--- src/rtl/dec_scan_pkg.sv ---
// rtl/dec_scan_pkg.sv - shared types and constants for the decoder fault scanner
package dec_scan_pkg;

    localparam int SEL_W   = 4;
    localparam int OUT_W   = 16;
    localparam int N_CODES = 2 ** SEL_W;
    localparam int CNT_W   = $clog2(N_CODES + 1);

    localparam logic [SEL_W-1:0] LAST_CODE = 4'hF;

    typedef enum logic [1:0] {
        IDLE   = 2'd0,
        SETTLE = 2'd1,
        SAMPLE = 2'd2,
        DONE   = 2'd3
    } scan_state_e;

    typedef struct packed {
        logic [OUT_W-1:0] fail_map;
        logic [CNT_W-1:0] fail_cnt;
        logic [SEL_W-1:0] first_fail_code;
        logic             first_fail_vld;
    } scan_result_t;

endpackage

--- src/rtl/dec_fault_scanner_if.sv ---
// rtl/dec_fault_scanner_if.sv - scan control, decoder stimulus/response and result bus (DEC_SCAN_SYNDROME_EN adds syndrome)
interface dec_fault_scanner_if;
    import dec_scan_pkg::*;

    logic                start;
    logic                abort;
    logic [OUT_W-1:0]    dut_d;
    logic [SEL_W-1:0]    sel;
    logic                busy;
    logic                done;
    logic                pass;
    logic [CNT_W-1:0]    fail_cnt;
    logic [OUT_W-1:0]    fail_map;
    logic [SEL_W-1:0]    first_fail_code;
    logic                first_fail_vld;
`ifdef DEC_SCAN_SYNDROME_EN
    logic [OUT_W-1:0]    syndrome;
`endif

    modport master (
        output start, abort, dut_d,
        input  sel, busy, done, pass, fail_cnt, fail_map, first_fail_code, first_fail_vld
`ifdef DEC_SCAN_SYNDROME_EN
        , input syndrome
`endif
    );

    modport slave (
        input  start, abort, dut_d,
        output sel, busy, done, pass, fail_cnt, fail_map, first_fail_code, first_fail_vld
`ifdef DEC_SCAN_SYNDROME_EN
        , output syndrome
`endif
    );

endinterface

--- src/rtl/dec_onehot_ref.sv ---
// rtl/dec_onehot_ref.sv - golden 4-to-16 one-hot decoder used as the expected response
module dec_onehot_ref
    import dec_scan_pkg::*;
(
    input  logic [SEL_W-1:0] sel,
    output logic [OUT_W-1:0] onehot
);

    assign onehot = {{(OUT_W-1){1'b0}}, 1'b1} << sel;

endmodule

--- src/rtl/dec_fault_scanner.sv ---
// rtl/dec_fault_scanner.sv - sweeps all select codes into a decoder under test and logs mismatches
// Optional syndrome capture of the first mismatch is built when DEC_SCAN_SYNDROME_EN is defined.
module dec_fault_scanner
    import dec_scan_pkg::*;
#(
    parameter int SETTLE_CYCLES = 1
) (
    input  logic                  clk,
    input  logic                  rst_n,
    dec_fault_scanner_if.slave    bus
);

    localparam logic [1:0] ST_IDLE   = IDLE;
    localparam logic [1:0] ST_SETTLE = SETTLE;
    localparam logic [1:0] ST_SAMPLE = SAMPLE;
    localparam logic [1:0] ST_DONE   = DONE;

    localparam int SCNT_W = (SETTLE_CYCLES > 1) ? $clog2(SETTLE_CYCLES) : 1;
    localparam logic [SCNT_W-1:0] SETTLE_RELOAD = SCNT_W'(SETTLE_CYCLES - 1);

    logic [1:0]         state;
    logic [SEL_W-1:0]   sel_q;
    logic [SCNT_W-1:0]  settle_cnt;
    scan_result_t       res;
    logic [OUT_W-1:0]   exp_d;
    logic               mismatch;
    logic               sample_fail;

    dec_onehot_ref u_ref (
        .sel    (sel_q),
        .onehot (exp_d)
    );

    // Any pattern other than the exact one-hot word counts, including all-zero and multi-hot.
    assign mismatch    = (bus.dut_d != exp_d);
    assign sample_fail = (state == ST_SAMPLE) && mismatch;

    always_ff @(posedge clk or negedge rst_n) begin
        if (!rst_n) begin
            state      <= ST_IDLE;
            sel_q      <= '0;
            settle_cnt <= '0;
            res        <= '0;
        end else if (bus.abort) begin
            state      <= ST_IDLE;
            sel_q      <= '0;
            settle_cnt <= '0;
            res        <= '0;
        end else begin
            case (state)
                ST_IDLE, ST_DONE: begin
                    if (bus.start) begin
                        state      <= ST_SETTLE;
                        sel_q      <= '0;
                        settle_cnt <= SETTLE_RELOAD;
                        res        <= '0;
                    end
                end
                ST_SETTLE: begin
                    if (settle_cnt == '0) begin
                        state <= ST_SAMPLE;
                    end else begin
                        settle_cnt <= settle_cnt - 1'b1;
                    end
                end
                ST_SAMPLE: begin
                    if (mismatch) begin
                        res.fail_map[sel_q] <= 1'b1;
                        res.fail_cnt        <= res.fail_cnt + 1'b1;
                        if (!res.first_fail_vld) begin
                            res.first_fail_code <= sel_q;
                            res.first_fail_vld  <= 1'b1;
                        end
                    end
                    // sel parks on the last code in DONE rather than wrapping to zero.
                    if (sel_q == LAST_CODE) begin
                        state <= ST_DONE;
                    end else begin
                        sel_q      <= sel_q + 1'b1;
                        settle_cnt <= SETTLE_RELOAD;
                        state      <= ST_SETTLE;
                    end
                end
                default: begin
                    state <= ST_IDLE;
                end
            endcase
        end
    end

`ifdef DEC_SCAN_SYNDROME_EN
    logic [OUT_W-1:0] syndrome_q;

    always_ff @(posedge clk or negedge rst_n) begin
        if (!rst_n) begin
            syndrome_q <= '0;
        end else if (bus.abort) begin
            syndrome_q <= '0;
        end else if ((state == ST_IDLE || state == ST_DONE) && bus.start) begin
            syndrome_q <= '0;
        end else if (sample_fail && !res.first_fail_vld) begin
            syndrome_q <= bus.dut_d ^ exp_d;
        end
    end

    assign bus.syndrome = syndrome_q;
`endif

    assign bus.sel             = sel_q;
    assign bus.busy            = (state == ST_SETTLE) || (state == ST_SAMPLE);
    assign bus.done            = (state == ST_DONE);
    assign bus.pass            = (state == ST_DONE) && (res.fail_cnt == '0);
    assign bus.fail_cnt        = res.fail_cnt;
    assign bus.fail_map        = res.fail_map;
    assign bus.first_fail_code = res.first_fail_code;
    assign bus.first_fail_vld  = res.first_fail_vld;

endmodule

--- src/flat_wrapper.sv ---
// flat-port wrapper written by rule: the top's interface ports become plain ports
module dec_fault_scanner_flat import dec_scan_pkg::*;
#(
    parameter int SETTLE_CYCLES = 1
)
  (clk, rst_n, bus_start, bus_abort, bus_dut_d, bus_sel, bus_busy, bus_done, bus_pass, bus_fail_cnt, bus_fail_map, bus_first_fail_code, bus_first_fail_vld);
  dec_fault_scanner_if bus_i ();
  input  logic clk;
  input  logic rst_n;
  input wire logic [$bits(bus_i.start)-1:0] bus_start;
  input wire logic [$bits(bus_i.abort)-1:0] bus_abort;
  input wire logic [$bits(bus_i.dut_d)-1:0] bus_dut_d;
  output wire logic [$bits(bus_i.sel)-1:0] bus_sel;
  output wire logic [$bits(bus_i.busy)-1:0] bus_busy;
  output wire logic [$bits(bus_i.done)-1:0] bus_done;
  output wire logic [$bits(bus_i.pass)-1:0] bus_pass;
  output wire logic [$bits(bus_i.fail_cnt)-1:0] bus_fail_cnt;
  output wire logic [$bits(bus_i.fail_map)-1:0] bus_fail_map;
  output wire logic [$bits(bus_i.first_fail_code)-1:0] bus_first_fail_code;
  output wire logic [$bits(bus_i.first_fail_vld)-1:0] bus_first_fail_vld;
  assign bus_i.start = bus_start;
  assign bus_i.abort = bus_abort;
  assign bus_i.dut_d = bus_dut_d;
  assign bus_sel = bus_i.sel;
  assign bus_busy = bus_i.busy;
  assign bus_done = bus_i.done;
  assign bus_pass = bus_i.pass;
  assign bus_fail_cnt = bus_i.fail_cnt;
  assign bus_fail_map = bus_i.fail_map;
  assign bus_first_fail_code = bus_i.first_fail_code;
  assign bus_first_fail_vld = bus_i.first_fail_vld;
  dec_fault_scanner #(.SETTLE_CYCLES(SETTLE_CYCLES)) u_core (.clk(clk), .rst_n(rst_n), .bus(bus_i));
endmodule
--- config.mk ---
export PLATFORM = sky130hd
export DESIGN_NAME = dec_fault_scanner_flat
export DESIGN_NICKNAME = d
export VERILOG_FILES = /design/src/rtl/dec_scan_pkg.sv /design/src/rtl/dec_fault_scanner_if.sv /design/src/rtl/dec_onehot_ref.sv /design/src/rtl/dec_fault_scanner.sv /design/src/flat_wrapper.sv
export SDC_FILE = /design/constraint.sdc
export NUM_CORES = 1
export LEC_CHECK = 0
export ABC_AREA = 1
export CAP_MARGIN = 15
export CELL_PAD_IN_SITES_DETAIL_PLACEMENT = 0
export CELL_PAD_IN_SITES_GLOBAL_PLACEMENT = 2
export CORE_ASPECT_RATIO = 0.8
export CORE_UTILIZATION = 30
export DETAILED_ROUTE_END_ITERATION = 12
export HOLD_SLACK_MARGIN = 0.06
export PLACE_DENSITY_LB_ADDON = 0.2
export SYNTH_ARGS = -nofsm -noshare
export SYNTH_HDL_FRONTEND = slang
export SYNTH_SLANG_ARGS = --single-unit
--- constraint.sdc ---
create_clock -name clk -period 3.2 [get_ports clk]
set_input_delay 0.64 -clock clk [delete_from_list [all_inputs] [get_ports clk]]
set_output_delay 0.64 -clock clk [all_outputs]
set_load 0.01 [all_outputs]
==> impl_metrics.toml, run 1 <==
[flow_run]
drv_cap = 0

[detailed_routing]
drc = 0
drt-wirelength-per-cell_um = 13.6
viasPerCell = 4.65
wirelength_mm = 6.09
first_pass_iters = 5
num_vias = 2087
detail-route-antenna-nets = 0
drt_iter0_drc = 88

[place]
placed_area_um2 = 2830
dp_hpwl_mm = 4.41
gp_congestion = 0.778
post-place-cells = 441
portBuffers = 52

[clock_tree]
cts.htree.levels = 2
cts_tree = "yes"
cts_root_buf = "clkbuf_8"
cts_resized = 0
post-cts-setup-buffers = 0
clk_pin_slew_ns = 0.07
cts.sinks = 32
ctsHoldBuffers = 0
numCtsBuffers = 5
cts_buffer_depth = 2
clk_latency_ns = 0.28

[logic_synthesis]
synth-edff-count = 0
yosys-top-cells-area = "dfrtp_1 35%, nand2_1 15%, o21ai_2 6.9%"
ys_ff_latch = 32
yosys.area.top_type_share = 0.352
synth_cells = 308
synth_cell_types = 28
yosysMostFrequentCell = "nand2_1"
netlist_area_um2 = 2280
async_flop_share = 1.00
yosysSeqAreaShare = 0.352
syn_area_per_cell_um2 = 7.39
yosys.area.top_type = "dfrtp_1"
synth_common_cells = "91 x nand2_1, 39 x inv_1, 32 x dfrtp_1"
ys.flop_type = "dfrtp_1"
ys_warn_count = 0
synth_nets = 340

[critical_path]
r2r-end = "u_core.bus.fail_map[14]"
regToRegStartpoint = "u_core.bus.sel[3]"
cp_cell_sequence = "inv_2 > nand2_1 > nor2_1 > nor2_1 > nor2_1 > nand2_1 > nor2_2 > nand2_4 > nand2_4 > nand2_1 > o21ai_2"
worstSetupPathType = "register to register"
crit_path_end_kind = "register"
path_max_fanout = 43
r2r_cells = 11
r2r_setup_slack_ns = 0.67
cp_num_buf_inv = 1
cp_slowest_stage_delay_ns = 0.69
cp-start-kind = "register"
crit_path_top_delay_cell = "dfrtp_1"
critPathTopFamily = "simple AND/OR/NAND/NOR gates"
cp.arrival_ns = 2.73
required_ns = 3.40

[sta]
drv_slew = 0
min_period_ns = 2.53
setup_viol = 0
holdWs_ns = 0.485
clock_skew_ns = 0.00704
fmax_ghz = 0.395
slew_headroom = 0.451
rsz0062_at_grt = "no"
post-route-period-util = 0.791
worst_pin_slew_ns = 0.823
final_hold_viol_count = 0
finalSetupTns_ns = 0

[floorplan]
die-area_um2 = 7940
rows = 28
initial_utilization = 0.309
core_um2 = 7360
fp.dieH_um = 79.9
ioPinCount = 53
die_x_um = 99.4

[power_and_ir_drop]
peakVddDrop_v = 0.000160
leakagePower_nw = 1.40
powerDensity_nw_per_um2 = 329

[worst_hold_path]
min_from = "u_core.bus.first_fail_code[0]"
hold_depth = 2
min_delay_worst_endpoint = "u_core.bus.first_fail_code[0]"
min_path_type = "register to register"

[layout]
finalNonFillerCells = 449
finish.instance_area_um2 = 2920
syn_to_final_growth_pct = 28.4
final_net_count = 390
antenna_cells = 0
drive_gt1_frac = 0.100

[global_route]
grt_max_degree = 44
grt_pass1_wl_mm = 10.2
grt_overflow = 0
grt_pass1_vias = 2044
gr-usage-all-layers = 0.166
grt_antenna_before_repair = 0

[status]
status = "completed"
[area by class of cell]
class / count / area [µm²]
Tap cell: 90 / 113
Sequential cell: 32 / 801
Inverter: 42 / 160
Multi-Input combinational cell: 221 / 1210
Timing Repair Buffer: 56 / 551
Clock buffer: 8 / 90.1
Fill cell: 743 / 4430
[through the flow]
| step | worst slack [ns] | total power [mW] | utilization |
|---|---|---|---|
| 6_report | 0.669 | 0.963 | 0.397 |
| 5_1_grt | 0.366 | 1.02 | 0.397 |
| 4_1_cts | 0.665 | 0.975 | 0.397 |
| 3_5_place_dp | 0.546 | 0.644 | 0.385 |
| 3_3_place_gp | 0.611 | 0.644 | 0.385 |
| 2_1_floorplan | 1.32 | 0.581 | - |
[kinds of logic after synthesis]
group	share of synthesized area
compound gates	0.147
xor+xnor	0.0115
fa+ha+maj	0.0660
buf+inv	0.117
flops	0.352
simple gates	0.307
[where the power goes]
| part | switching (mW) | internal (mW) | total, mW |
|---|---|---|---|
| sequential | 0.00858 | 0.412 | 0.420 |
| clock | 0.152 | 0.176 | 0.328 |
| combinational | 0.144 | 0.0713 | 0.215 |
[worst max-delay path by stage]
stage	start	to	slack, ns	cells past startpoint
after floorplan	u_core.bus.sel[0]	u_core.bus.fail_map[0]	1.32	13
after global placement	bus_abort	u_core.bus.fail_map[4]	0.61	12
after detailed placement	bus_abort	u_core.bus.fail_map[12]	0.55	12
after CTS	u_core.bus.sel[3]	u_core.bus.fail_map[12]	0.67	10
after global routing	u_core.bus.sel[3]	u_core.bus.fail_map[1]	0.37	10
final	u_core.bus.sel[3]	u_core.bus.fail_map[14]	0.67	11
[flip-flops by register name (all words and copies together) (netlist names)]
name and count:
u_core.bus.first_fail_vld 1, u_core.bus.fail_cnt 5, u_core.state 2, u_core.bus.first_fail_code 4, u_core.bus.fail_map 16, u_core.bus.sel 4
[per-layer routing]
| layer | GRT usage | vias up | part of all wire |
|---|---|---|---|
| met2 | 0.263 | 39 | 0.44 |
| met4 | 0.0382 | 0 | 0.0099 |
| li1 | - | 1088 | - |
| met5 | 0 | - | 0 |
| met3 | 0.0333 | 6 | 0.032 |
| met1 | 0.231 | 954 | 0.52 |
[worst reg2reg max path: stages, from the launching register on]
cell and delay (ns):
dfrtp_1 0.69, inv_2 0.33, nand2_1 0.11, nor2_1 0.16, nor2_1 0.06, nor2_1 0.11, nand2_1 0.10, nor2_2 0.15
nand2_4 0.10, nand2_4 0.41, nand2_1 0.15, o21ai_2 0.08
[layout by cell type, fill, tap and decap left out, types with 2 or more instances in the layout]
master            n
nor2_2            2
nand3_1          29
nand2_1          91
nor2_1           25
clkbuf_1          2
inv_1            39
a21oi_1           3
clkdlybuf4s50_1  52
o211ai_1         15
o21ai_0           6
dfrtp_1          32
o21ai_2          18
clkbuf_8          6
xor2_1            3
buf_4             4
ha_1             12
nor3_1            3
nand4_1           5
nand2_4           2
o21ai_1           2
Note: power is estimated with default switching activity, not from simulation.
==> run 2, diff against run 1 <==
- CORE_UTILIZATION: 30 -> 28
- clock period: 3.2 -> 2.4 ns (I/O delays scaled with it)
==> impl_metrics.toml, run 2 (same netlist as run 1, synthesis figures left out) <==
[layout]
largest_reg_flops = 16
regMostFlops = "u_core.bus.fail_map"
syn_to_final_growth_pct = 34.1
drive_gt1_frac = 0.135
fin_util = 0.386
finalNonFillerCells = 479
nFillCells = 891
final_net_count = 402
largestRegisters = "u_core.bus.fail_map x16, u_core.bus.fail_cnt x5"
antenna_cells = 0
final_common_cell = "nand2_1"
finish.instance_area_um2 = 3050
mostFrequentLayoutCells = "91 x nand2_1, 52 x clkdlybuf4s50_1, 39 x inv_1"

[detailed_routing]
detail-route-antenna-nets = 0
num_vias = 2138
first_pass_iters = 4
drt_iter0_drc = 56
wirelength_mm = 6.21
drt-wirelength-per-cell_um = 13.0
drc = 0
viasPerCell = 4.46

[sta]
worst_pin_slew_ns = 0.421
clock_skew_ns = 0.00481
setup_viol = 0
drv_slew = 0
finalSetupTns_ns = 0
min_period_ns = 2.21
final_hold_viol_count = 0
rsz0062_at_grt = "no"
post-route-period-util = 0.920
fmax_ghz = 0.453
slew_headroom = 0.720
holdWs_ns = 0.479

[critical_path]
cp_num_buf_inv = 1
cp-start-kind = "register"
required_ns = 1.92
regToRegStartpoint = "u_core.bus.sel[0]"
crit_path_end_kind = "output pin"
cp.arrival_ns = 1.73
crit_path_top_delay_cell = "clkdlybuf4s50_1"
path_max_fanout = 4
worstSetupPathType = "register to output pin"
cp-startpoint = "u_core.state[0]"
r2r_setup_slack_ns = 0.24
cp_slowest_stage_delay_ns = 0.56
cp_cell_sequence = "ha_1 > nand3_1 > nor3b_1 > clkdlybuf4s50_1"
critPathTopFamily = "buffers and inverters"

[power_and_ir_drop]
power_frac_comb = 0.250
powerDensity_nw_per_um2 = 433
leakagePower_nw = 1.46
p_seq_frac = 0.423
peakVddDrop_v = 0.000200
p_int_mw = 0.917
switching_share = 0.306
p_switching_mw = 0.405
pwr-share-clk = 0.327

[global_route]
grt_antenna_before_repair = 0
grt_max_degree = 33
grt_pass1_wl_mm = 10.1
grt_pass1_vias = 2078
gr-usage-all-layers = 0.159
grt_overflow = 0

[floorplan]
die-area_um2 = 8500
ioPinCount = 53
rows = 29
initial_utilization = 0.288
fp.dieH_um = 82.6
core_um2 = 7910
die_x_um = 103

[clock_tree]
numCtsBuffers = 5
cts_buffer_depth = 2
clk_pin_slew_ns = 0.07
cts_resized = 0
cts_tree = "yes"
clk_latency_ns = 0.28
cts.htree.levels = 2
cts.sinks = 32
post-cts-setup-buffers = 0
ctsHoldBuffers = 0
cts_root_buf = "clkbuf_8"

[flow_run]
drv_cap = 0

[place]
portBuffers = 52
post-place-cells = 471
gp_congestion = 0.767
placed_area_um2 = 2960
dp_hpwl_mm = 4.82

[worst_hold_path]
min_path_type = "register to register"
min_from = "u_core.bus.first_fail_code[1]"

[status]
status = "completed"
-- run 2: cell types whose count changed in the layout (fill, tap and decap cells not counted) --
cell and change:
buf_4 +11, ha_1 -2, ha_2 +2, buf_12 +1
-- run 2: path summary, 6_finish.rpt --
kind | to | cells past startpoint
worst max-delay path | bus_pass | 4
worst min-delay path | u_core.bus.first_fail_code[1] | 2
worst max register to register | u_core.bus.fail_map[0] | 14
worst min register to register | u_core.bus.first_fail_code[1] | 2
max in group asynchronous | u_core.state[0] | 2
min in group asynchronous | u_core.bus.fail_cnt[3] | 2
-- run 2: area by class of cell --
cell class | instances | area, µm² | share of cell area
multi-input combinational | 221 | 1210 | 0.398
sequential | 32 | 801 | 0.262
timing repair buffer | 68 | 653 | 0.214
inverter | 42 | 160 | 0.0525
tap | 108 | 135 | 0.0443
clock buffer | 8 | 90.1 | 0.0295
-- run 2: routing by layer --
layer	global-route usage	wire length, µm
met1	0.215	3170
met2	0.255	2740
met3	0.0345	236
met4	0.0465	65
met5	0	0
-- run 2: per-stage QoR --
step / total power [mW] / worst slack [ns]
after detailed placement: 0.904 / 0.0957
after global routing: 1.42 / 0.0158
after CTS: 1.35 / 0.114
final: 1.32 / 0.192
after floorplan: 0.775 / 0.520
after global placement: 0.906 / 0.113
-- run 2: power by group through the flow --
stage	sequential [mW]	combinational, mW	clock, mW
finish	0.560	0.330	0.432
global placement	0.570	0.336	0
floorplan	0.570	0.205	0
global route	0.561	0.373	0.481
CTS	0.560	0.336	0.450
detailed placement	0.570	0.334	0
-- run 2: worst reg2reg max path: cells and delay by family, from the launching register on --
kind	cells	cell delay, ns
DFF	1	0.44
adders and majority gates	2	0.49
and+or+nand+nor	10	0.92
buffers and inverters	1	0.16
AOI/OAI and AO/OA	1	0.07
